[config.mk]
export PLATFORM = sky130hd
export DESIGN_NAME = alu_seq
export DESIGN_NICKNAME = d
export VERILOG_FILES = /design/src/rtl/alu_seq.sv
export SDC_FILE = /design/constraint.sdc
export NUM_CORES = 1
export LEC_CHECK = 0
export CAP_MARGIN = 30
export CELL_PAD_IN_SITES_DETAIL_PLACEMENT = 1
export CELL_PAD_IN_SITES_GLOBAL_PLACEMENT = 2
export CORE_ASPECT_RATIO = 1.75
export CORE_MARGIN = 2
export CORE_UTILIZATION = 37
export DETAILED_ROUTE_END_ITERATION = 16
export PLACE_DENSITY_LB_ADDON = 0.1
export SLEW_MARGIN = 40
export SYNTH_ARGS = -nofsm -noshare
export SYNTH_HDL_FRONTEND = slang
export SYNTH_SLANG_ARGS = --single-unit
[constraint.sdc]
create_clock -name clk -period 6.5 [get_ports clk]
set_clock_uncertainty 0.2 [all_clocks]
set_input_delay 1.95 -clock clk [delete_from_list [all_inputs] [get_ports clk]]
set_output_delay 1.95 -clock clk [all_outputs]
set_load 0.01 [all_outputs]
[src/rtl/alu_seq.sv]
// Handshaked sequential ALU: seven single-cycle ops plus an iterative shift-add unsigned multiply.
// Optional carry/no-borrow flag port C is enabled by defining ALU_CARRY_EN.
module alu_seq #(
    parameter int WIDTH = 16,
    parameter int SHW   = $clog2(WIDTH)
) (
    input  logic             clk,
    input  logic             reset,
    input  logic             in_valid,
    output logic             in_ready,
    input  logic [WIDTH-1:0] Ain,
    input  logic [WIDTH-1:0] Bin,
    input  logic [2:0]       ALUop,
    output logic             out_valid,
    input  logic             out_ready,
    output logic [WIDTH-1:0] out,
    output logic             Z,
    output logic             N,
`ifdef ALU_CARRY_EN
    output logic             C,
`endif
    output logic             V
);

    localparam int MSB = WIDTH - 1;
    localparam int CW  = $clog2(WIDTH);

    typedef enum logic [1:0] {
        IDLE = 2'd0,
        MUL  = 2'd1,
        DONE = 2'd2
    } state_t;

    state_t               r_state;
    logic [WIDTH-1:0]     r_out;
    logic                 r_z;
    logic                 r_n;
    logic                 r_v;
    logic                 r_out_valid;
    logic [WIDTH-1:0]     r_a;
    logic [2*WIDTH-1:0]   r_acc;
    logic [CW-1:0]        r_cnt;

    logic [WIDTH:0]       w_add;
    logic [WIDTH:0]       w_sub;
    logic [WIDTH-1:0]     w_res;
    logic                 w_v;
    logic [WIDTH:0]       w_hi_sum;
    logic [2*WIDTH-1:0]   w_acc_next;

    assign w_add = {1'b0, Ain} + {1'b0, Bin};
    assign w_sub = {1'b0, Ain} - {1'b0, Bin};

    // Single-cycle result and overflow flag, evaluated straight from the presented operands
    always_comb begin
        w_res = {WIDTH{1'b0}};
        w_v   = 1'b0;
        case (ALUop)
            3'b000: begin
                w_res = w_add[MSB:0];
                w_v   = (Ain[MSB] == Bin[MSB]) && (w_add[MSB] != Ain[MSB]);
            end
            3'b001: begin
                w_res = w_sub[MSB:0];
                w_v   = (Ain[MSB] != Bin[MSB]) && (w_sub[MSB] != Ain[MSB]);
            end
            3'b010:  w_res = Ain & Bin;
            3'b011:  w_res = ~Bin;
            3'b100:  w_res = Ain | Bin;
            3'b101:  w_res = Ain ^ Bin;
            3'b110:  w_res = Ain << Bin[SHW-1:0];
            default: w_res = {WIDTH{1'b0}};
        endcase
    end

`ifdef ALU_CARRY_EN
    logic r_c;
    logic w_c;

    // Carry-out for ADD, no-borrow for SUB, zero otherwise
    always_comb begin
        w_c = 1'b0;
        case (ALUop)
            3'b000:  w_c = w_add[WIDTH];
            3'b001:  w_c = ~w_sub[WIDTH];
            default: w_c = 1'b0;
        endcase
    end

    assign C = r_c;
`else
    logic w_unused_carry;
    assign w_unused_carry = w_add[WIDTH] ^ w_sub[WIDTH];
`endif

    // Multiplier step: low half of r_acc holds the remaining multiplier bits, high half the partial product
    assign w_hi_sum   = {1'b0, r_acc[2*WIDTH-1:WIDTH]} +
                        (r_acc[0] ? {1'b0, r_a} : {(WIDTH+1){1'b0}});
    assign w_acc_next = {w_hi_sum, r_acc[WIDTH-1:1]};

    // Control FSM with registered result, flags and out_valid
    always_ff @(posedge clk) begin
        if (reset) begin
            r_state     <= IDLE;
            r_out       <= {WIDTH{1'b0}};
            r_z         <= 1'b0;
            r_n         <= 1'b0;
            r_v         <= 1'b0;
            r_out_valid <= 1'b0;
            r_a         <= {WIDTH{1'b0}};
            r_acc       <= {(2*WIDTH){1'b0}};
            r_cnt       <= {CW{1'b0}};
`ifdef ALU_CARRY_EN
            r_c         <= 1'b0;
`endif
        end else begin
            case (r_state)
                IDLE: begin
                    if (in_valid) begin
                        if (ALUop == 3'b111) begin
                            r_a     <= Ain;
                            r_acc   <= {{WIDTH{1'b0}}, Bin};
                            r_cnt   <= {CW{1'b0}};
                            r_state <= MUL;
                        end else begin
                            r_out       <= w_res;
                            r_z         <= (w_res == {WIDTH{1'b0}});
                            r_n         <= w_res[MSB];
                            r_v         <= w_v;
`ifdef ALU_CARRY_EN
                            r_c         <= w_c;
`endif
                            r_out_valid <= 1'b1;
                            r_state     <= DONE;
                        end
                    end
                end
                MUL: begin
                    r_acc <= w_acc_next;
                    r_cnt <= r_cnt + CW'(1);
                    // Last of the WIDTH iterations publishes the product directly
                    if (r_cnt == CW'(WIDTH - 1)) begin
                        r_out       <= w_acc_next[WIDTH-1:0];
                        r_z         <= (w_acc_next[WIDTH-1:0] == {WIDTH{1'b0}});
                        r_n         <= w_acc_next[MSB];
                        r_v         <= |w_acc_next[2*WIDTH-1:WIDTH];
`ifdef ALU_CARRY_EN
                        r_c         <= 1'b0;
`endif
                        r_out_valid <= 1'b1;
                        r_state     <= DONE;
                    end
                end
                DONE: begin
                    if (out_ready) begin
                        r_out_valid <= 1'b0;
                        r_state     <= IDLE;
                    end
                end
                default: begin
                    r_out_valid <= 1'b0;
                    r_state     <= IDLE;
                end
            endcase
        end
    end

    assign in_ready  = (r_state == IDLE);
    assign out_valid = r_out_valid;
    assign out       = r_out;
    assign Z         = r_z;
    assign N         = r_n;
    assign V         = r_v;

endmodule

Word-level counts from Yosys, hierarchy flattened
Cells that the tools add are included.

storage, ports and cells
  bits in registers = 74
  bits in writable memories = 0
  bits in read-only memories = 0
  memories kept = 0
  bits in latches = 0
  bits of input ports = 39
  word-level logic and storage cells = 85

operators by class
  reductions and logical operators = 13
  mux-type cells = 35
  multipliers = 0
  $lt $le $gt $ge = 0
  div/mod/pow operators = 0
  shift-type cells = 1
  bitwise logic cells = 4
  add/sub/neg operators = 4
  equality and inequality tests = 19

operators by type and width
  cell                  number
  $pmux W16 S7          1
  $mux W16              4
  $mux W32              2
  $pmux W32 S2          1
  $logic_not A16 Y1     2
  $pmux W16 S2          1
  $add A16 B16 Y17      1
  $add A16 B16 Y16      1
  $and A16 B16 Y16      1
  $not A16 Y16          1
  $or A16 B16 Y16       1
  $reduce_or A16 Y1     1
  $shl A16 B4 Y16       1
  $sub A16 B16 Y16      1
  $xor A16 B16 Y16      1
  $mux W1               13
  $eq A3 B3 Y1 const B  4
  $reduce_and A3 Y1     3
  $mux W2               4
  $mux W4               2
  $ne A2 B2 Y1 const B  4
  $pmux W1 S2           4
  $pmux W4 S2           1
  $reduce_and A4 Y1     2
  15 further kinds      19

Depth between registers and ports, before layout
Gate-level depths: netlist of the first run.

  word-level depth = 7
  mapped depth = 14
  depth with buffers taken out = 13

Worst setup path after synthesis of the first run
No wires, ideal clock.

  path type = input to register
  start = input port Bin[1]
  end = register r_n, in the netlist N
  setup slack = 1437 ps
  buffers on the path = 2
  arrival = 4796 ps
  required time = 6233 ps
  setup time = 67 ps
  cell stages on the path = 13
  cell sequence = buf_4 buf_2 inv_1 ha_1 o21bai_1 nor4b_4 or4_4 a221oi_2 o311ai_1 a221o_1 o31a_1 a311o_1 a21oi_2

on the way
  longest elaborated chain between the ends = 5
  elaborated cells on any way between the ends = 7
  those cells by class = add/sub: 2; shift: 1; mux: 4

ends and longest elaborated chain
  item                                      line  text
  start: declaration                        12    input logic [WIDTH-1:0] Bin,
  $sub A16 B16 Y16 (tied with other cells)  52    assign w_sub = {1'b0, Ain} - {1'b0, Bin};
  $pmux W16 S7 (*)                          58    case (ALUop)
  $mux W1 (*)                               120   if (ALUop == 3'b111) begin
  $mux W1 (*)                               119   if (in_valid) begin
  $pmux W1 S2 (*)                           117   case (r_state)
  end signal: assignment                    128   r_n <= w_res[MSB];
  end signal: assignment                    145   r_n <= w_acc_next[MSB];
  end: declaration                          37    logic r_n;

Mark *: on every way between the ends. The rest lies on a longest branch, timed or not. The select of a mux whose other input is x is not followed.
A chain may end at the register's enable or synchronous reset.

Final worst setup path of the first run
  start = input port Ain[7]
  end = register r_v, in the netlist V

on the way
  longest elaborated chain between the ends = 7
  elaborated cells on any way between the ends = 10
  those cells by class = add/sub: 2; eq/ne: 2; mux: 4; reduce/logical: 2

ends and longest elaborated chain
  item                                                         line    text
  start: declaration                                           11      input logic [WIDTH-1:0] Ain,
  $sub A16 B16 Y16 / $add A16 B16 Y16 (equally long branches)  52, 51
  $ne A1 B1 Y1, on equally long branches                       65, 61
  $logic_and A1 B1 Y1, on equally long branches                65, 61
  $pmux W1 S2 (*)                                              58
  $mux W1 (*)                                                  120
  $mux W1 (*)                                                  119
  $pmux W1 S2 (*)                                              117
  end signal: assignment                                       129     r_v <= w_v;
  end signal: assignment                                       146     r_v <= |w_acc_next[2*WIDTH-1:WIDTH];
  end: declaration                                             38      logic r_v;

Marks and branches as above.

==> qor.yml, run 1 <==
dr_wl_met2_um: 15300
combPwrFrac_pct: 28.3
pwr-share-seq_pct: 30.5
tightest_slew_ns: 0.797
fp.dieH_um: 189
grt_pass1_vias: 7791
fin_crit_sh_pct: 85.9
path_buf_inv: 2
vdd_drop_max_uv: 120
finalHoldViolations: 0
worstHoldStart: "r_a[11]$_SDFFE_PP0P_"
firstDrtPassIters: 4
routed_wl_um: 28500
core_um2: 19100
fin_tns_setup_ns: 0
path_cells: "clkdlybuf4s50_1, inv_1, ha_1, and3_1, o2111ai_1, o2111ai_1, a2111oi_0, nor3_1, o311ai_0, mux2_2, a22oi_1, o21ai_1"
switching_share_pct: 30.8
synth_seq_cells: 73
routed.top_layer: "met4"
clkPwrFrac_pct: 41.2
port_buffers: 59
clkTransAtPathRegs_ns: 0.06
synthCells: 982
drt_iter0_drc: 322
fin_crit_ns: 5.58
diodes: 0
gp_congestion: 0.955
cts_buffers: 9
hold_path_class: "reg2reg"
synthArstFlopShare_pct: 0
power_leakage_nw: 3.48
worstPathRequired_ns: 6.52
power.internal_mw: 1.10
vias: 7511
met1_length_um: 10600
slew_headroom_pct: 46.9
floorplan.initialDensity_pct: 37.8
finalSetupViolations: 0
pre_cts_ws_ns: 0.667
grt_max_degree: 75
ioPinCount: 60
nets: 1118
synth_ff_type: "dfxtp_1"
fin_ws_ns: 0.916
met3_length_um: 656
r2r-start: "r_acc[0]$_SDFFE_PP0P_"
row_count: 67
grt_remaining_overflow: 0
drv_cap: 0
powerDensity_nw_per_um2: 188
dp_hpwl_um: 22500
cp-end-kind: "register"
cp-start-kind: "primary input"
worstSetupPathType: "in2reg"
netlist_area_um2: 7220
setup.worst_path.start: "Ain[7]"
avgSynthCellArea_um2: 7.35
cts_buffer_depth: 2
syn_nets: 1092
die_w_um: 110
cts_setup_buffers: 0
cp_max_fo: 9
drc: 0
yosys_warnings: 0
drv_slew: 0
root_buffer: "clkbuf_16"
switchingPower_mw: 0.487
clkLatencyLatePin_ns: 0.34
cp.arrival_ns: 5.61
fin_util_pct: 44.0
fmax_mhz: 179
wl_per_cell_um: 22.7
synth_edf_count: 0
die_area_um2: 20700
drive_gt1_share_pct: 7.60
grt_first_pass_wirelength_um: 44000
viasPerCell: 5.99
max_stage_delay_ns: 0.81
grt_usage_pct: 28.1
antenna_found_initial: 0
cts_sinks: 73
ant_nets: 0
cts_resized: 0
cts_tree: "done"
htreeDepth: 3
cts_hold_buf: 0
crit_slowest_cell: "clkdlybuf4s50_1"
synth_cell_types: 80
status: "complete, no violations"
ys_seq_area_share_pct: 20.2
cpMostUsedCell: "o2111ai_1"
area_growth_pct: 16.5
rsz0062_at_grt: "no"
cp_top_family: "compound AO/OA/AOI/OAI gates"
## flip-flops by register name (all words and copies together) (netlist names)
name       count
N              1
r_acc         32
r_cnt          4
out           15
Z              1
r_a           16
V              1
out_valid      1
r_state        2
## worst paths after layout
| path | to | slack [ns] | cells past startpoint |
|---|---|---|---|
| setup / recovery | V$_SDFFE_PP0P_ | 0.92 | 12 |
| hold / removal | r_a[11]$_SDFFE_PP0P_ | 0.25 | 2 |
| setup reg to reg | V$_SDFFE_PP0P_ | 2.77 | 12 |
| hold reg to reg | r_a[11]$_SDFFE_PP0P_ | 0.25 | 2 |
## layout make-up
class	count	area, um2
sequential	73	1460
tap	241	302
clock inverter	7	166
timing repair buffer	84	768
inverter	65	244
multi-input combinational	775	5240
clock buffer	9	225
fill	2373	10700
## per-layer routing
metal | track usage [%] | up-vias
met5 | 0 | -
met3 | 2.18 | 81
met4 | 17.4 | 0
met1 | 29.0 | 3687
met2 | 52.8 | 167
li1 | - | 3576
## per-stage QoR
| step | cell area [um2] | power, mW | hold slack [ns] | std cells |
|---|---|---|---|---|
| 2_1_floorplan | 7220 | 0.762 | 0.232 | 982 |
| 3_3_place_gp | 8020 | 0.935 | 0.237 | 1238 |
| 3_5_place_dp | 8020 | 0.936 | 0.244 | 1238 |
| 4_1_cts | 8410 | 1.59 | 0.252 | 1254 |
| 5_1_grt | 8410 | 1.65 | 0.264 | 1254 |
| 6_report | 8410 | 1.58 | 0.251 | 1254 |
## worst reg2reg max path, cell delays in order (launching register included)
cell	delay [ns]
dfxtp_1	0.62
and2_1	0.20
ha_1	0.20
inv_1	0.07
fa_1	0.42
xnor2_1	0.23
a2111oi_0	0.43
nand2_1	0.19
nor3_1	0.22
nand4b_1	0.19
nor4_1	0.35
a41o_1	0.24
o21ai_1	0.06
## power by group through the flow
stage | Clock, mW | Combinational (mW) | Sequential (mW)
after floorplan | 0 | 0.273 | 0.489
after global placement | 0 | 0.443 | 0.492
after detailed placement | 0 | 0.444 | 0.492
after CTS | 0.665 | 0.446 | 0.483
after global routing | 0.685 | 0.485 | 0.485
final | 0.653 | 0.448 | 0.483
## logic make-up after synthesis
kind of cell	count (synthesis)	synth area share [%]
simple gates	362	23.7
compound gates	282	26.6
buf+inv	134	7.43
flops	73	20.2
fa+ha+maj	71	12.6
mux	41	7.16
xor+xnor	19	2.31
## synthesized netlist by cell type, types with 5 or more instances
cell type / number / area share (%)
mux2_2: 5 / 0.78
a21oi_1: 92 / 6.4
a22oi_1: 15 / 1.6
and2_1: 16 / 1.4
mux2i_1: 28 / 3.9
a311oi_1: 16 / 1.9
o221ai_1: 6 / 0.73
a21o_1: 9 / 0.94
o211ai_1: 8 / 0.83
nand2_1: 126 / 6.6
clkbuf_1: 44 / 2.3
nor2b_1: 14 / 1.2
a221oi_1: 9 / 1.1
nor4_1: 13 / 1.1
a211o_1: 12 / 1.5
nand4_1: 8 / 0.69
o22ai_1: 5 / 0.43
a211oi_1: 12 / 1.2
a31oi_1: 5 / 0.43
nand2b_1: 13 / 1.1
and3_1: 6 / 0.52
ha_1: 68 / 12
buf_2: 12 / 0.83
o21ai_0: 32 / 2.2
nor2_1: 103 / 5.4
dfxtp_1: 73 / 20
nor3_1: 23 / 1.6
xor2_1: 9 / 1.1
mux4_2: 8 / 2.5
xnor2_1: 10 / 1.2
buf_1: 9 / 0.47
nand3_1: 13 / 0.90
inv_1: 62 / 3.2
o21a_1: 8 / 0.83
## layout by cell type, fill, tap and decap left out, types with 10 or more instances in the layout
| master | synthesis | final |
|---|---|---|
| a211oi_1 | 12 | 12 |
| nor3_1 | 23 | 22 |
| a22oi_1 | 15 | 15 |
| clkdlybuf4s50_1 | 0 | 57 |
| and2_1 | 16 | 16 |
| xnor2_1 | 10 | 10 |
| o21ai_0 | 32 | 32 |
| a311oi_1 | 16 | 16 |
| dfxtp_1 | 73 | 73 |
| ha_1 | 68 | 68 |
| buf_4 | 3 | 25 |
| nand2b_1 | 13 | 12 |
| mux2i_1 | 28 | 28 |
| nor2_1 | 103 | 103 |
| nor2b_1 | 14 | 13 |
| a211o_1 | 12 | 12 |
| nor4_1 | 13 | 13 |
| nand2_1 | 126 | 126 |
| a21oi_1 | 92 | 91 |
| inv_1 | 62 | 62 |
| nand3_1 | 13 | 13 |
No activity file was read; power rests on OpenSTA's default activity.
==> run 2: changes to the inputs <==
Settings changed: RECOVER_POWER from default to 100.
==> run 2 against run 1 <==
Effect of this change:
- the run now ends with capacitance limit, slew limit left
- sequential cell count did not move
- power fell by 0.44%
- via count barely moved
- clock power barely moved
- sequential share of layout area barely moved
- global-route usage did not move
- non-clock buffer count did not move
- register-to-register slack barely moved
- count of clock-buffer cells in the layout did not move
- cell count did not move
- critical path type unchanged
- highest routed layer unchanged
==> qor.yml, run 2 (synthesis results as in run 1) <==
power_leakage_nw: 3.53  # was 3.48 nW
grt_remaining_overflow: 0  # unchanged
vdd_drop_max_uv: 119  # was 120 uV
final_cell_mix: "nand2_1 (126), nor2_1 (103), a21oi_1 (92)"  # was nand2_1 (126), nor2_1 (103), a21oi_1 (91)
drt_iter0_drc: 320  # was 322
core_um2: 19100  # unchanged
fmax_mhz: 173  # was 179 MHz
wl_per_cell_um: 22.7  # about the same
ioPinCount: 60  # unchanged
cpMostUsedCell: "clkbuf_1"  # was o2111ai_1
fin_area_um2: 8390  # was 8410 um2
clkLatencyLatePin_ns: 0.34  # about the same
cp_max_fo: 33  # was 9
worstSetupPathType: "in2reg"  # unchanged
place_inst: 1238  # unchanged
largest_reg_flops: 32  # unchanged
cts_sinks: 73  # unchanged
diodes: 0  # unchanged
floorplan.initialDensity_pct: 37.8  # unchanged
pre_cts_ws_ns: 0.667  # unchanged
grt_max_degree: 75  # unchanged
tightest_slew_ns: 1.77  # was 0.797 ns
switching_share_pct: 30.8  # about the same
ant_nets: 0  # unchanged
layoutNonFillerInstCount: 1254  # unchanged
antenna_found_initial: 0  # unchanged
r2r-start: "r_acc[0]$_SDFFE_PP0P_"  # unchanged
drv_slew: 34  # was 0
fin_crit_sh_pct: 89.1  # was 85.9%
cts_hold_buf: 0  # unchanged
finalHoldViolations: 0  # unchanged
dp_hpwl_um: 22500  # unchanged
power.internal_mw: 1.09  # was 1.10 mW
crit_slowest_cell: "clkbuf_1"  # was clkdlybuf4s50_1
dpl-instance-area_um2: 8020  # unchanged
firstDrtPassIters: 4  # unchanged
powerDensity_nw_per_um2: 188  # about the same
drv_cap: 1  # was 0
hold_path_class: "reg2reg"  # unchanged
grt_pass1_vias: 7791  # unchanged
fin_tns_setup_ns: 0  # unchanged
cp.arrival_ns: 5.77  # was 5.61 ns
htreeDepth: 3  # unchanged
cp-start-kind: "primary input"  # unchanged
grt_usage_pct: 28.1  # unchanged
die_area_um2: 20700  # unchanged
drive_gt1_share_pct: 7.21  # was 7.60%
regArea_um2: 1460  # unchanged
clkTransAtPathRegs_ns: 0.06  # about the same
drc: 0  # unchanged
port_buffers: 59  # unchanged
slew_headroom_pct: -18.3  # was 46.9%
multi_input_area_um2: 5240  # about the same
path_cells: "dlygate4sd3_1, clkbuf_1, nand3_1, a32oi_2, clkbuf_1, nor2_1, a21oi_1, o32ai_1"  # was clkdlybuf4s50_1, inv_1, ha_1, and3_1, o2111ai_1, o2111ai_1, a2111oi_0, nor3_1, o311ai_0, mux2_2, a22oi_1, o21ai_1
cts_buffers: 9  # unchanged
cp-end-kind: "register"  # unchanged
worstPathRequired_ns: 6.48  # was 6.52 ns
status: "finished, violations left"  # was complete, no violations
cts_tree: "done"  # unchanged
final_common_cell: "nand2_1"  # unchanged
setup.worst_path.start: "ALUop[1]"  # was Ain[7]
fin_crit_ns: 5.79  # was 5.58 ns
row_count: 67  # unchanged
viasPerCell: 5.99  # about the same
cts_setup_buffers: 0  # unchanged
routed_wl_um: 28400  # was 28500 um
fill_cells: 2378  # was 2373
fin_util_pct: 43.9  # was 44.0%
root_buffer: "clkbuf_16"  # unchanged
top_register: "r_acc"  # unchanged
vias: 7515  # was 7511
die_w_um: 110  # unchanged
cts_buffer_depth: 2  # unchanged
cts_resized: 0  # unchanged
worstHoldStart: "r_a[11]$_SDFFE_PP0P_"  # unchanged
finalSetupViolations: 0  # unchanged
max_stage_delay_ns: 1.31  # was 0.81 ns
fp.dieH_um: 189  # unchanged
gp_congestion: 0.955  # unchanged
combPwrFrac_pct: 28.1  # was 28.3%
switchingPower_mw: 0.485  # was 0.487 mW
rsz0062_at_grt: "no"  # unchanged
violations: "capacitance limit, slew limit"
fin_ws_ns: 0.710  # was 0.916 ns
nets: 1118  # unchanged
clkPwrFrac_pct: 41.3  # was 41.2%
grt_first_pass_wirelength_um: 44000  # unchanged
area_growth_pct: 16.3  # was 16.5%
pwr-share-seq_pct: 30.6  # was 30.5%
[run 2: per-stage QoR]
step / hold WS (ns) / power [mW]
after CTS: 0.252 / 1.59
after floorplan: 0.232 / 0.762
after global placement: 0.237 / 0.935
after global routing: 0.264 / 1.65
final: 0.251 / 1.58
after detailed placement: 0.244 / 0.936
[run 2: critical path, delay by kind of cell]
kind | cells | cell delay (ns)
buf+inv | 3 | 2.67
compound gates | 3 | 0.71
simple gates | 2 | 0.42
[run 2: layout make-up]
type	count	share of cell area (%)
clock inverter	7	1.98
timing repair buffer	84	9.02
inverter	65	2.91
clock buffer	9	2.68
multi-input combinational	775	62.4
tap	241	3.59
sequential	73	17.4
[run 2: power groups by stage]
stage          Clock, mW  Sequential, mW  Combinational (mW)
3_5_place_dp           0           0.492               0.444
6_report           0.651           0.482               0.444
5_1_grt            0.685           0.484               0.480
2_1_floorplan          0           0.489               0.273
4_1_cts            0.665           0.483               0.446
3_3_place_gp           0           0.492               0.443
[run 2: layer usage]
| layer | track usage [%] | up-vias | part of all wire [%] |
|---|---|---|---|
| met1 | 29.0 | 3682 | 37 |
| met2 | 52.8 | 170 | 54 |
| li1 | - | 3580 | - |
| met5 | 0 | - | 0 |
| met4 | 17.4 | 0 | 6.8 |
| met3 | 2.18 | 83 | 2.3 |
[run 2: path summary, 6_finish.rpt]
| path | endpoint | slack (ns) | cells after the start |
|---|---|---|---|
| max | Z$_SDFFE_PP0P_ | 0.71 | 8 |
| max reg2reg | V$_SDFFE_PP0P_ | 2.78 | 12 |
| min reg2reg | r_a[11]$_SDFFE_PP0P_ | 0.25 | 2 |
| min | r_a[11]$_SDFFE_PP0P_ | 0.25 | 2 |
==> run 3: changes to the inputs <==
Settings changed: CELL_PAD_IN_SITES_DETAIL_PLACEMENT 1 to default, CELL_PAD_IN_SITES_GLOBAL_PLACEMENT 2 to default, CORE_UTILIZATION 37 to 40, GPL_TIMING_DRIVEN from default to 0, MAX_ROUTING_LAYER from default to met4, PLACE_DENSITY_LB_ADDON 0.1 to default.
==> run 3 against run 2 <==
Effect of this change:
- the run now ends clean
- critical path depth up 6
- via count up 2.8%
- sequential share of layout area about the same
- clock power down 25%
- cell count up 2.9%
- wire length down 1.8%
- die area down 7.3%
- sequential power about the same
==> qor.yml, run 3 (synthesis results as in run 1) <==
cp-end-kind: "register"  # unchanged
dp_hpwl_um: 22700  # was 22500 um
cp_top_family: "simple AND/OR/NAND/NOR gates"  # was buffers and inverters
cts_buffers: 9  # unchanged
area_growth_pct: 16.2  # was 16.3%
routed_wl_um: 27900  # was 28400 um
finalHoldViolations: 0  # unchanged
cts_buffer_depth: 2  # unchanged
clkTransAtPathRegs_ns: 0.06  # about the same
gp_congestion: 0.989  # was 0.955
fin_crit_sh_pct: 96.1  # was 89.1%
wl_per_cell_um: 21.6  # was 22.7 um
drt_iter0_drc: 505  # was 320
grt_usage_pct: 29.7  # was 28.1%
viasPerCell: 5.99  # about the same
port_buffers: 58  # was 59
largest_reg_flops: 32  # unchanged
ant_nets: 0  # unchanged
cp.arrival_ns: 6.28  # was 5.77 ns
cts_tree: "done"  # unchanged
diodes: 0  # unchanged
die_area_um2: 19200  # was 20700 um2
finalSetupViolations: 0  # unchanged
fin_crit_ns: 6.25  # was 5.79 ns
powerDensity_nw_per_um2: 169  # was 188 nW/um2
holdWs_ns: 0.249  # was 0.251 ns
r2r_cells: 11  # was 12
ioPinCount: 60  # unchanged
top_register: "r_acc"  # unchanged
fp.dieH_um: 182  # was 189 um
path_buf_inv: 4  # was 3
worstPathRequired_ns: 6.53  # was 6.48 ns
drv_cap: 0  # was 1
rsz0062_at_grt: "no"  # unchanged
hold_depth: 2  # unchanged
cts_hold_buf: 0  # unchanged
drive_gt1_share_pct: 5.40  # was 7.21%
cp_num_cells: 14  # was 8
hold_path_class: "reg2reg"  # unchanged
vias: 7724  # was 7515
core_um2: 17900  # was 19100 um2
fmax_mhz: 160  # was 173 MHz
htreeDepth: 3  # unchanged
die_w_um: 106  # was 110 um
root_buffer: "clkbuf_16"  # unchanged
fill_cells: 1904  # was 2378
crit_slowest_cell: "o31ai_1"  # was clkbuf_1
drv_slew: 0  # was 34
final_cell_mix: "nand2_1 (126), nor2_1 (103), a21oi_1 (92)"  # unchanged
total_power_mw: 1.42  # was 1.58 mW
final_common_cell: "nand2_1"  # unchanged
status: "complete, no violations"  # was finished, violations left
grt_first_pass_wirelength_um: 42500  # was 44000 um
floorplan.initialDensity_pct: 40.3  # was 37.8%
antenna_found_initial: 0  # unchanged
grt_pass1_vias: 7654  # was 7791
vdd_drop_max_uv: 126  # was 119 uV
cp-start-kind: "primary input"  # unchanged
grt_remaining_overflow: 0  # unchanged
max_stage_delay_ns: 0.52  # was 1.31 ns
grt_max_degree: 13  # was 75
path_cells: "clkdlybuf4s50_1, clkbuf_1, inv_1, ha_1, buf_2, nor2b_1, o31ai_1, mux2i_1, a21oi_1, nor4b_2, nand4_1, nor4_1, nand4_1, o32ai_1"  # was dlygate4sd3_1, clkbuf_1, nand3_1, a32oi_2, clkbuf_1, nor2_1, a21oi_1, o32ai_1
nets: 1161  # was 1118
cpMostUsedCell: "nand4_1"  # was clkbuf_1
tightest_slew_ns: 1.03  # was 1.77 ns
cts_setup_buffers: 0  # unchanged
firstDrtPassIters: 5  # was 4
row_count: 65  # was 67
power_leakage_nw: 3.49  # was 3.53 nW
slew_headroom_pct: 30.7  # was -18.3%
cp_max_fo: 11  # was 33
worstSetupPathType: "in2reg"  # unchanged
cts_resized: 0  # unchanged
drc: 0  # unchanged
cts_sinks: 73  # unchanged
clkLatencyLatePin_ns: 0.34  # about the same
## run 3: worst paths after layout
path | from | endpoint | slack, ns
max reg2reg | r_state[0]$_SDFFE_PP0P_ | Z$_SDFFE_PP0P_ | 2.61
max | Bin[2] | Z$_SDFFE_PP0P_ | 0.25
min | out[12]$_SDFFE_PP0P_ | out[12]$_SDFFE_PP0P_ | 0.25
min reg2reg | out[12]$_SDFFE_PP0P_ | out[12]$_SDFFE_PP0P_ | 0.25
## run 3: worst reg2reg max path: stages, from the launching register on
cell and delay, ns:
dfxtp_1 0.30, clkbuf_1 0.28, nor2b_1 0.17, clkbuf_1 0.57, a32oi_1 0.42, a21oi_1 0.47
nand3_1 0.13, nor4_1 0.29, nand4_1 0.21, nor4_1 0.32, nand4_1 0.14, o32ai_1 0.28
## run 3: routing by layer
metal  global-route usage, %  wire (um)
met5                       -          0
met4                    22.2       2310
met3                    2.33       1160
met2                    56.1      15100
met1                    27.3       9310
## run 3: power by group
group	internal [mW]	switching (mW)	leakage, nW
Sequential	0.466	0.0134	0.592
Combinational	0.172	0.278	2.76
Clock	0.297	0.192	0.139
Total	0.935	0.483	3.49
## run 3: per-stage QoR
stage,utilization (%),instance area (um2),TNS (ns),instances,worst slack [ns]
after global placement,45.2,8090,-0.0639,1274,-0.0639
after floorplan,-,7220,0,982,1.44
after global routing,46.9,8390,0,1290,0.119
after detailed placement,45.3,8100,-0.187,1274,-0.187
final,46.9,8390,0,1290,0.253
after CTS,46.9,8390,0,1290,0.157
## run 3: final cells by class
| class | count | area, um2 | share of cell area (%) |
|---|---|---|---|
| Timing Repair Buffer | 58 | 581 | 6.92 |
| Multi-Input combinational cell | 775 | 5230 | 62.3 |
| Inverter | 65 | 244 | 2.91 |
| Clock buffer | 11 | 233 | 2.77 |
| Clock inverter | 5 | 56.3 | 0.671 |
| Tap cell | 234 | 293 | 3.49 |
| Sequential cell | 73 | 1460 | 17.4 |
| Buffer | 69 | 292 | 3.48 |
==> edit 1 (config.mk and constraints of run 2) <==
`WIDTH`: 16 -> 32.
--- a/src/rtl/alu_seq.sv
+++ b/src/rtl/alu_seq.sv
@@ -1,7 +1,7 @@
 // Handshaked sequential ALU: seven single-cycle ops plus an iterative shift-add unsigned multiply.
 // Optional carry/no-borrow flag port C is enabled by defining ALU_CARRY_EN.
 module alu_seq #(
-    parameter int WIDTH = 16,
+    parameter int WIDTH = 32,
     parameter int SHW   = $clog2(WIDTH)
 ) (
     input  logic             clk,
Ports: changed (resized Ain, Bin and out); port bits go from 60 to 108. No check against the original RTL was run, so the function may have changed too.
==> edit 1 against run 2 <==
- the run still ends with max-capacitance violations, max-slew violations left
- sequential cell count is 65 higher
- global-route usage is 7.8 points higher
- die area is 100% higher
- final cell count is 110% higher
- area after synthesis is 100% higher
- routed wire length grew to 2.6 times the old value
- critical path depth is 11 higher
- synthesized cell count is 100% higher
- worst setup slack worse by 0.62 ns
- register-to-register slack worse by 1.6 ns
- design area is 110% higher
- sequential share of layout area is 2.0 points lower
- total power is 97% higher
- largest cell class unchanged
- largest power group is now combinational cells
- highest routed layer unchanged
==> edit 1: results (changes against run 2) <==
[placement]
dp_slack_ns=-0.258  ; -0.925 ns
gp_congestion=0.981  ; +2.7%
dp_cells=2648  ; +110%
io_buffers=107  ; +81%
placed_cell_area_um2=17400  ; +120%

[grt]
grt_max_degree=77  ; +2.7%
grt_pass1_vias=17900  ; +130%
grt.total_usage_pct=35.9  ; +7.8 points

[sta]
worst_pin_slew_ns=2.60  ; +0.826 ns
maxSlewViolCount=129  ; +280%

[synthesis]
post_synth_num_cell_types=88  ; +10%
yosysSeqAreaShare_pct=18.8  ; -1.5 points
synth_fp_nets=2210  ; +100%
synthCells=1997  ; +100%
synth_adder_area_share_pct=12.2  ; -0.39 points
synthTopCellsByArea=dfxtp_1 19%, ha_1 12%, a21oi_1 7.2%, nor2_1 5.5%, nand2_1 5.1%
synth_compound_area_share_pct=31.3  ; +4.7 points
synth_common_cells=215 x nor2_1, 211 x a21oi_1, 200 x nand2_1

[final_layout]
instances_no_fill=2682  ; +110%

[setup_path]
crit_fanout=5  ; -85%
slowest_stage=clkdlybuf4s50_1
cp.arrival_ns=6.60  ; +0.83 ns
slowest_delay_ns=0.66  ; -0.65 ns

[clock_network]
cts_buffers=17  ; +8
clk_pin_slew_ns=0.08  ; +0.02 ns
clock_latency_ns=0.46  ; +0.12 ns

[detailed_routing]
drt-initial-drc-count=1232  ; +290%
wirelength_mm=74.7  ; +160%
drt_pass1_iterations=9  ; +5

[power]
p_leak_nw=7.89  ; +120%
peakVddDrop_mv=0.123  ; +2.8%

[outcome]
violations=max-capacitance violations, max-slew violations
status=finished with violations

[run]
cap_violations=3  ; +2

[edit 1: changes by cell type after synthesis, moves of 21 or more]
cell             run 2  this run
a21o_1               9        33
a211oi_1            12        43
nor2_1             103       215
ha_1                68       139
nand3_1             13        34
and2_1              16        47
a21oi_1             92       211
clkbuf_1            44       111
mux2_2               5        26
a222oi_1             0        33
nand2_1            126       200
dfxtp_1             73       138
inv_1               62       105
o21ai_0             32        88
[edit 1: critical path, delay by kind of cell]
| kind | cells | cell delay (ns) |
|---|---|---|
| AOI/OAI and AO/OA | 10 | 2.12 |
| buffers and inverters | 6 | 1.47 |
| and+or+nand+nor | 2 | 0.70 |
| adders and majority gates | 1 | 0.35 |
[edit 1: area by class of cell]
type / instances / area (µm²)
repair buffers: 308 / 2600
flip-flops and latches: 138 / 2760
fillers: 4909 / 21300
clock buffers: 17 / 425
well taps: 490 / 613
inverters: 109 / 409
clock inverters: 15 / 174
multi-input cells: 1605 / 11000
[edit 1: final timing paths]
| check | startpoint | end | slack [ns] | cells past startpoint |
|---|---|---|---|---|
| setup / recovery | Bin[4] | N$_SDFFE_PP0P_ | 0.09 | 19 |
| hold / removal | r_a[31]$_SDFFE_PP0P_ | r_a[31]$_SDFFE_PP0P_ | 0.25 | 2 |
| setup reg to reg | r_acc[0]$_SDFFE_PP0P_ | V$_SDFFE_PP0P_ | 1.22 | 14 |
| hold reg to reg | r_a[31]$_SDFFE_PP0P_ | r_a[31]$_SDFFE_PP0P_ | 0.25 | 2 |
[edit 1: power breakdown]
group          internal (mW)  switching [mW]
Combinational          0.455           0.716
Clock                  0.552           0.491
Sequential             0.873          0.0200
[edit 1: metal layers]
layer / wire (µm) / global-route usage [%]
met4: 7430 / 30.8
met2: 39000 / 66.7
met1: 25600 / 35.5
met3: 2660 / 3.56
met5: 0 / 0
==> edit 2 (config.mk and constraints of run 2) <==
Without the edit above. The 3 states of `state_t` get a one-hot encoding in 3 bits.
--- a/src/rtl/alu_seq.sv
+++ b/src/rtl/alu_seq.sv
@@ -25,10 +25,10 @@
     localparam int MSB = WIDTH - 1;
     localparam int CW  = $clog2(WIDTH);
 
-    typedef enum logic [1:0] {
-        IDLE = 2'd0,
-        MUL  = 2'd1,
-        DONE = 2'd2
+    typedef enum logic [2:0] {
+        IDLE = 3'b001,
+        MUL  = 3'b010,
+        DONE = 3'b100
     } state_t;
 
     state_t               r_state;
Check against the original RTL: same outputs for any inputs over 4 cycles, from zero or initial values and one cycle with reset high; so few cycles prove little.
==> edit 2 against run 2 <==
- the run still ends with max-capacitance violations, max-slew violations left
- sequential cell count up 1
- total power down 4.6%
- core utilization down 0.54 points
- count of clock-buffer cells in the layout up 1
- sequential share of layout area up 0.46 points
- area after synthesis down 0.52%
- routed wire length up 2.8%
- worst setup slack worse by 0.037 ns
- final cell count down 1.6%
- design area down 1.2%
- hold slack worse by 0.0032 ns
- sequential power up 3%
==> edit 2: results (changes against run 2) <==
[outcome]
status=finished with violations
violations=max-capacitance violations, max-slew violations

[final_layout]
finalNetCount=1098  ; -1.8%
filler_cell_count=2354  ; -1.0%
drive_above_1_share_pct=7.96  ; +0.76 points

[setup_path]
cp.arrival_ns=5.82  ; +0.05 ns
crit_fanout=37  ; +12%
r2r_setup_slack_ns=2.52  ; -0.26 ns
slowest_delay_ns=1.42  ; +0.11 ns
rr_worst_depth=11  ; -1

[power]
power.share.clock_pct=33.1  ; -8.2 points
p_sw_mw=0.526  ; +8.5%
seqPwrFrac_pct=33.1  ; +2.5 points
p_leak_nw=3.38  ; -4.2%
peakVddDrop_mv=0.228  ; +91%

[synthesis]
synth_common_cells=108 x nand2_1, 87 x a21oi_1, 82 x nor2_1
yosysSeqAreaShare_pct=20.6  ; +0.38 points
post_synth_num_cell_types=85  ; +6.3%
synth_adder_area_share_pct=12.7  ; +0.066 points
synthTopCellsByArea=dfxtp_1 21%, ha_1 12%, a21oi_1 6.1%, nand2_1 5.6%, nor2_1 4.3%
synth_xor_area_share_pct=3.17  ; +0.87 points
muxShareOfSynthArea_pct=5.89  ; -1.3 points

[grt]
use_met1_pct=30.2  ; +1.1 points
grt_pass1_vias=7929  ; +1.8%
grt_max_degree=72  ; -4.0%
grt_pass1_wl_mm=44.6  ; +1.3%
grt.total_usage_pct=28.5  ; +0.35 points
grt_use_met2_pct=52.7  ; -0.055 points

[sta]
hold_slack_ns=0.248  ; -0.00325 ns
maxSlewViolCount=38  ; +12%

[worst_hold_path]
hold_end=out[9]$_SDFFE_PP0P_

[detailed_routing]
wl_met3_um=833  ; +27%
wl_met2_mm=15.6  ; +1.8%
via_per_inst=6.04  ; +0.82%
wirelength_mm=29.2  ; +2.8%
drt_pass1_iterations=5  ; +1
wl_met1_mm=10.9  ; +3.5%
drt-initial-drc-count=466  ; +46%

[placement]
post-dp-hpwl_mm=23.2  ; +3.0%
gp_congestion=0.906  ; -5.1%

[run]
cap_violations=1  ; unchanged

[edit 2: cell types whose count changed after synthesis, moves of 7 or more]
| cell | before | now |
|---|---|---|
| a311oi_1 | 16 | 4 |
| a31oi_1 | 5 | 20 |
| and2_1 | 16 | 23 |
| inv_1 | 62 | 49 |
| mux2i_1 | 28 | 19 |
| nand2_1 | 126 | 108 |
| nand3_1 | 13 | 27 |
| nor2_1 | 103 | 82 |
| xnor2_1 | 10 | 17 |
[edit 2: through the flow]
stage	setup slack, ns	util [%]	power [mW]	instance area [µm²]	std cells
2_1_floorplan	1.65	-	0.811	7180	950
3_3_place_gp	0.539	42.0	1.01	8020	1218
3_5_place_dp	0.530	42.0	1.02	8030	1218
4_1_cts	0.859	43.6	1.52	8320	1233
5_1_grt	0.442	43.4	1.57	8290	1233
6_report	0.673	43.4	1.50	8290	1234
[edit 2: final cells by class]
class,count,area (µm²),share of cell area [%]
Clock buffer,10,239,2.88
Tap cell,241,302,3.64
Antenna cell,1,2.50,0.0302
Multi-Input combinational cell,758,5200,62.7
Clock inverter,5,55.1,0.664
Sequential cell,74,1480,17.9
Timing Repair Buffer,93,817,9.86
Inverter,52,195,2.35
[edit 2: cell families (layout without fill, tap and decap cells)]
group,after synthesis,count (layout)
buffers and inverters,118,160
adder cells (fa/ha/maj),71,71
other,0,1
AO/OA/AOI/OAI,277,277
XOR/XNOR,26,26
AND/OR/NAND/NOR,352,352
flip-flops,74,74
multiplexers,32,32
[edit 2: worst register-to-register path, cell delays in order (launching register included)]
cell	delay (ns)
dfxtp_1	0.62
and2_1	0.21
ha_1	0.28
nor2b_1	0.16
o21a_1	0.19
a311o_1	0.42
a311oi_2	0.41
o21ai_0	0.23
xnor2_1	0.31
nand4_1	0.17
nor4b_1	0.52
a211oi_1	0.14
